$ cat src/rtl/fifo_uart_pkg.sv
// Shared types and constants for the capture-FIFO to UART drain path.
// Header byte feature is selected by the FIFO_UART_HEADER_EN macro.
package fifo_uart_pkg;

    localparam int WORD_W = 14;
    localparam logic [7:0] HDR_BYTE_DEF = 8'hA5;

    typedef enum logic [2:0] {
        S_IDLE,
        S_RD,
        S_LATCH,
        S_HDR,
        S_B0,
        S_B1
    } state_e;

    // {byte0, byte1}: MSB of each byte tags the high or low half
    function automatic logic [15:0] split_word(input logic [WORD_W-1:0] d);
        return {1'b1, d[13:7], 1'b0, d[6:0]};
    endfunction

endpackage

$ cat src/rtl/uart_byte_tx.sv
// 8N1 byte serialiser: start bit, 8 data bits LSB first, one stop bit.
// Owns the baud and bit counters; done pulses in the last stop-bit cycle.
module uart_byte_tx #(
    parameter int BAUD_DIV = 434
) (
    input  logic       clk_i,
    input  logic       rst_ni,
    input  logic       start_i,
    input  logic [7:0] data_i,
    output logic       tx_o,
    output logic       done_o
);

    localparam logic [15:0] LAST = 16'(BAUD_DIV - 1);

    logic        active_q;
    logic [15:0] baud_q;
    logic [3:0]  bit_q;
    logic [8:0]  frame_q;
    logic        tx_q;
    logic        bit_end;
    logic        last_bit;

    assign bit_end  = active_q && (baud_q == LAST);
    assign last_bit = bit_end && (bit_q == 4'd9);
    assign done_o   = last_bit;
    assign tx_o     = tx_q;

    // Accept a new byte when idle or in the final stop cycle so bytes chain gaplessly
    always_ff @(posedge clk_i or negedge rst_ni) begin
        if (!rst_ni) begin
            active_q <= 1'b0;
            baud_q   <= '0;
            bit_q    <= '0;
            frame_q  <= '1;
            tx_q     <= 1'b1;
        end else if (start_i && (!active_q || last_bit)) begin
            active_q <= 1'b1;
            baud_q   <= '0;
            bit_q    <= '0;
            frame_q  <= {1'b1, data_i};
            tx_q     <= 1'b0;
        end else if (bit_end) begin
            baud_q <= '0;
            if (last_bit) begin
                active_q <= 1'b0;
                tx_q     <= 1'b1;
            end else begin
                bit_q   <= bit_q + 4'd1;
                tx_q    <= frame_q[0];
                frame_q <= {1'b1, frame_q[8:1]};
            end
        end else if (active_q) begin
            baud_q <= baud_q + 16'd1;
        end
    end

endmodule

$ cat src/rtl/fifo_uart_tx.sv
// Drains 14-bit capture words from a FIFO and sends each as two 8N1 bytes.
// Define FIFO_UART_HEADER_EN to prefix every 4-word group with HDR_BYTE.
module fifo_uart_tx
    import fifo_uart_pkg::*;
#(
    parameter int         BAUD_DIV = 434,
    parameter logic [7:0] HDR_BYTE = HDR_BYTE_DEF
) (
    input  logic              Clk,
    input  logic              Rst_n,
    input  logic              fifo_empty,
    input  logic [WORD_W-1:0] fifo_q,
    output logic              fifo_rdreq,
    output logic              uart_tx,
    output logic              busy,
    output logic              word_done
);

    state_e            state_q;
    logic [WORD_W-1:0] word_q;
    logic [1:0]        grp_q;
    logic              rdreq_q;
    logic              busy_q;
    logic              wdone_q;
    logic              send_hdr;
    logic              tx_start;
    logic              tx_done;
    logic [7:0]        tx_data;
    logic [15:0]       pair;

`ifdef FIFO_UART_HEADER_EN
    assign send_hdr = (grp_q == 2'd0);
`else
    assign send_hdr = 1'b0;
`endif

    // In LATCH the word is still on fifo_q, so byte0 can start immediately
    assign pair = split_word((state_q == S_LATCH) ? fifo_q : word_q);

    // Kick the serialiser on entry to a byte state, chained on the previous done
    always_comb begin
        tx_start = 1'b0;
        tx_data  = HDR_BYTE;
        case (state_q)
            S_LATCH: begin
                tx_start = 1'b1;
                if (!send_hdr) tx_data = pair[15:8];
            end
`ifdef FIFO_UART_HEADER_EN
            S_HDR: begin
                tx_start = tx_done;
                tx_data  = pair[15:8];
            end
`endif
            S_B0: begin
                tx_start = tx_done;
                tx_data  = pair[7:0];
            end
            default: ;
        endcase
    end

    // Word sequencer with registered read request, busy and word_done
    always_ff @(posedge Clk or negedge Rst_n) begin
        if (!Rst_n) begin
            state_q <= S_IDLE;
            word_q  <= '0;
            grp_q   <= '0;
            rdreq_q <= 1'b0;
            busy_q  <= 1'b0;
            wdone_q <= 1'b0;
        end else begin
            rdreq_q <= 1'b0;
            wdone_q <= 1'b0;
            case (state_q)
                S_IDLE: begin
                    if (!fifo_empty) begin
                        state_q <= S_RD;
                        rdreq_q <= 1'b1;
                        busy_q  <= 1'b1;
                    end
                end
                S_RD: state_q <= S_LATCH;
                S_LATCH: begin
                    word_q  <= fifo_q;
                    state_q <= send_hdr ? S_HDR : S_B0;
                end
`ifdef FIFO_UART_HEADER_EN
                S_HDR: if (tx_done) state_q <= S_B0;
`endif
                S_B0: if (tx_done) state_q <= S_B1;
                S_B1: begin
                    if (tx_done) begin
                        state_q <= S_IDLE;
                        busy_q  <= 1'b0;
                        wdone_q <= 1'b1;
                        grp_q   <= grp_q + 2'd1;
                    end
                end
                default: begin
                    state_q <= S_IDLE;
                    busy_q  <= 1'b0;
                end
            endcase
        end
    end

    assign fifo_rdreq = rdreq_q;
    assign busy       = busy_q;
    assign word_done  = wdone_q;

    uart_byte_tx #(
        .BAUD_DIV(BAUD_DIV)
    ) u_byte (
        .clk_i  (Clk),
        .rst_ni (Rst_n),
        .start_i(tx_start),
        .data_i (tx_data),
        .tx_o   (uart_tx),
        .done_o (tx_done)
    );

endmodule
$ cat config.mk
export PLATFORM = sky130hd
export DESIGN_NAME = fifo_uart_tx
export DESIGN_NICKNAME = d
export VERILOG_FILES = /design/src/rtl/fifo_uart_pkg.sv /design/src/rtl/uart_byte_tx.sv /design/src/rtl/fifo_uart_tx.sv
export SDC_FILE = /design/constraint.sdc
export NUM_CORES = 1
export LEC_CHECK = 0
export BUFFER_PORTS_ARGS = -buffer_cell sky130_fd_sc_hd__buf_2
export CAP_MARGIN = 15
export CORE_AREA = 2 2 79 62
export CTS_CLUSTER_DIAMETER = 100
export DETAILED_ROUTE_END_ITERATION = 8
export DIE_AREA = 0 0 81 64
export PLACE_DENSITY = 0.82
export SETUP_SLACK_MARGIN = 0.05
export SLEW_MARGIN = 20
export SYNTH_ARGS = -nofsm -noshare
export SYNTH_HDL_FRONTEND = slang
export SYNTH_SLANG_ARGS = --single-unit
$ cat constraint.sdc
create_clock -name Clk -period 2.2 [get_ports Clk]
set_input_delay 0 -clock Clk [delete_from_list [all_inputs] [get_ports Clk]]
set_output_delay 0 -clock Clk [all_outputs]
set_load 0.02 [all_outputs]
==> reports/qor.yml <==
outcome:
  outcome: "complete, no violations"
setup_path:
  critical_path_buf_inv_count: 0
  r2r_start: "u_byte.baud_q[2]"
  endpoint_kind: "flop"
  r2r_end: "u_byte.bit_q[3]"
  worstPathMaxFanout: 7
  slowest_delay_ns: 0.58
  critical_path.startpoint: "u_byte.baud_q[2]"
  crit_chain: "or4_4 -> or4_4 -> or3_4 -> a21oi_2"
  reg2regPathDepth: 4
  path_delay_family: "simple AND/OR/NAND/NOR gates"
  required_ns: 2.42
  cpMaxStageDelayCell: "or4_4"
  critPathKind: "flop to flop"
  startpoint_type: "flop"
  critical_path.most_common_cell: "or4_4"
  rrSetupSlack_ns: 0.08
  cp.arrival_ns: 2.35
pwr:
  power_density_nw_per_um2: 513.5
  p_leak_nw: 1.249
  ir_drop_mv: 0.3465
sta:
  drv_slew: 0
  setup_viol: 0
  grt_setup_unrepaired: "true"
  min_period_ns: 2.124
  fin_crit_sh: 0.9654
  finalHoldViolations: 0
  setup-tns-final_ns: 0
  relSlewSlack: 0.3791
  skew_ns: 0.01118
  clock.fmax_mhz: 470.8
  worstMarginPinSlew_ns: 0.9314
drt:
  wl_per_cell_um: 15.03
  drc_errors: 0
  first_pass_iters: 4
  antenna_left: 0
  vias: 1826
  vias_per_cell: 5.517
  first_iter_violations: 185
  drt_wl_total_um: 4976
yosys:
  yosysTopAreaCellShare: 0.3835
  synth_ff_type: "dfrtp_1"
  syn_nets: 253
  syn_inst: 232
  yosys_warnings: 0
  async_flop_share: 1.000
  synth_area_leaders: "dfrtp_1, dfstp_2, nand2_1"
  ys_types: 47
  synth_seq_cells: 43
  synth.cell_area_um2: 2218
  synth_edf_count: 0
  avgSynthCellArea_um2: 9.562
  synth_area_leader_cell: "dfrtp_1"
  post-synth-top-count-cell: "nand2_1"
  yosys-top-cells-count: "nand2_1, dfrtp_1, nor2_1"
  ys_seq_area_frac: 0.4901
floorplan:
  die_area_um2: 5184
  core_area_um2: 4362
  ios: 21
  die_y_um: 64
  die_w_um: 81
  initial_core_util: 0.5086
  rows: 21
global_route:
  first_global_vias: 1750
  grt_max_degree: 44
  antenna_found_initial: 0
  grt_usage: 0.2097
  grt_pass1_wl_um: 8342
  grt_overflow: 0
  use_met1: 0.3029
  grt_use_met2: 0.3171
  grt_util_met3: 0.04237
  top_usage_layer: "met2"
place:
  port_buffers: 20
  place_hpwl_um: 3373
  gp_congestion: 0.8138
layout:
  fill_cells: 346
  post-route-util: 0.6096
  regArea_um2: 1087
  multi_input_area_um2: 1056
  drive_gt1_frac: 0.2701
  syn_to_final_growth_pct: 19.85
  nets: 294
  antennaDiodeCount: 0
clocking:
  clock_path_buffers: 2
  cts_buffers: 5
  clock-sinks: 43
  cts.reportedPaths.clkPinSlew_ns: 0.09
  clk_latency_ns: 0.30
  cts_tree: "built"
  post_cts.repair.setup_buffers: 0
  htree_levels: 2
  clock-root-buffer: "clkbuf_8"
flow_run:
  drv_cap: 0
worst_hold_path:
  whs_endpoint: "u_byte.frame_q[4]"
  min_path_type: "primary input to flop"
  min_path_cells: 4
  hp-start: "fifo_q[11]"
==> where the power goes <==
group	switching, W	leakage [nW]	total, W	internal [W]
Clock	0.000265	0.0412	0.000487	0.000222
Sequential	0.00000838	0.514	0.000817	0.000808
Combinational	0.0000286	0.694	0.0000615	0.0000329
==> worst reg2reg max path: cells and delay by family, from the launching register on <==
family	cells	cell delay [ns]
AND/OR/NAND/NOR	3	1.54
flip-flops	1	0.38
AO/OA/AOI/OAI	1	0.14
==> worst max-delay path by stage <==
stage,endpoint,cells after the start
6_report,u_byte.bit_q[3],4
3_5_place_dp,u_byte.frame_q[6],5
5_1_grt,u_byte.bit_q[3],4
2_1_floorplan,u_byte.frame_q[0],7
3_3_place_gp,u_byte.frame_q[1],5
4_1_cts,u_byte.frame_q[0],5
==> cells by family after synthesis <==
family,count (synthesis),share of synthesized area
adder cells (fa/ha/maj),4,0.02256
AND/OR/NAND/NOR,104,0.2358
AO/OA/AOI/OAI,47,0.1517
buffers and inverters,19,0.03892
multiplexers,2,0.009588
XOR/XNOR,13,0.05133
flip-flops,43,0.4901
==> flip-flops by register name, indices dropped and copies added, names as in the netlist <==
register,cells
u_byte.bit_q,4
u_byte.frame_q,8
fifo_rdreq,1
busy,1
word_q,7
u_byte.baud_q,16
u_byte.tx_o,1
u_byte.active_q,1
word_done,1
state_q,3
==> stage by stage <==
step	hold slack (ns)	power, W	cell area [µm²]	worst slack, ns	cells
2_1_floorplan	-0.2956	0.0008455	2218	0.05405	232
3_3_place_gp	0.1859	0.0008784	2472	0.09145	314
3_5_place_dp	0.1856	0.0008803	2472	0.01793	314
4_1_cts	0.1523	0.001364	2649	0.07502	331
5_1_grt	0.1793	0.001417	2659	0.03854	331
6_report	0.1551	0.001365	2659	0.07601	331
==> cell type report <==
class | count | area share
flip-flops and latches | 43 | 0.4089
clock inverters | 2 | 0.004706
well taps | 57 | 0.02682
clock buffers | 6 | 0.02729
inverters | 3 | 0.004235
multi-input cells | 170 | 0.3972
repair buffers | 50 | 0.1308
==> cell usage in the layout, fill, tap and decap left out, drive strengths merged, types with 3 or more instances in the layout <==
master / n
buf: 41
nand2: 35
dfrtp: 34
nor2: 26
xor2: 10
a21oi: 10
o21ai: 10
dlygate4sd3: 9
dfstp: 9
a22oi: 7
o221a: 7
nand4: 6
nand3: 6
clkbuf: 6
and3: 5
ha: 4
inv: 3
nor2b: 3
nor3: 3
xnor2: 3
a21o: 3
or4: 3
or3: 3
==> layer usage <==
layer  part of all wire  vias to the layer above  routed length, µm
li1                   -                      896                  -
met1               0.48                      887               2370
met2               0.47                       38               2342
met3              0.042                        5                211
met4              0.011                        0                 53
met5                  0                        -                  0
==> repair_timing <==
action | in CTS | in global routing
resized for setup | 1 | 3
endpoints found under the setup margin | 7 | 7
pin swaps | 0 | 2
endpoints found under the hold margin | 42 | 0
hold buffers | 9 | 0
Note: power is estimated with default switching activity, not from simulation.
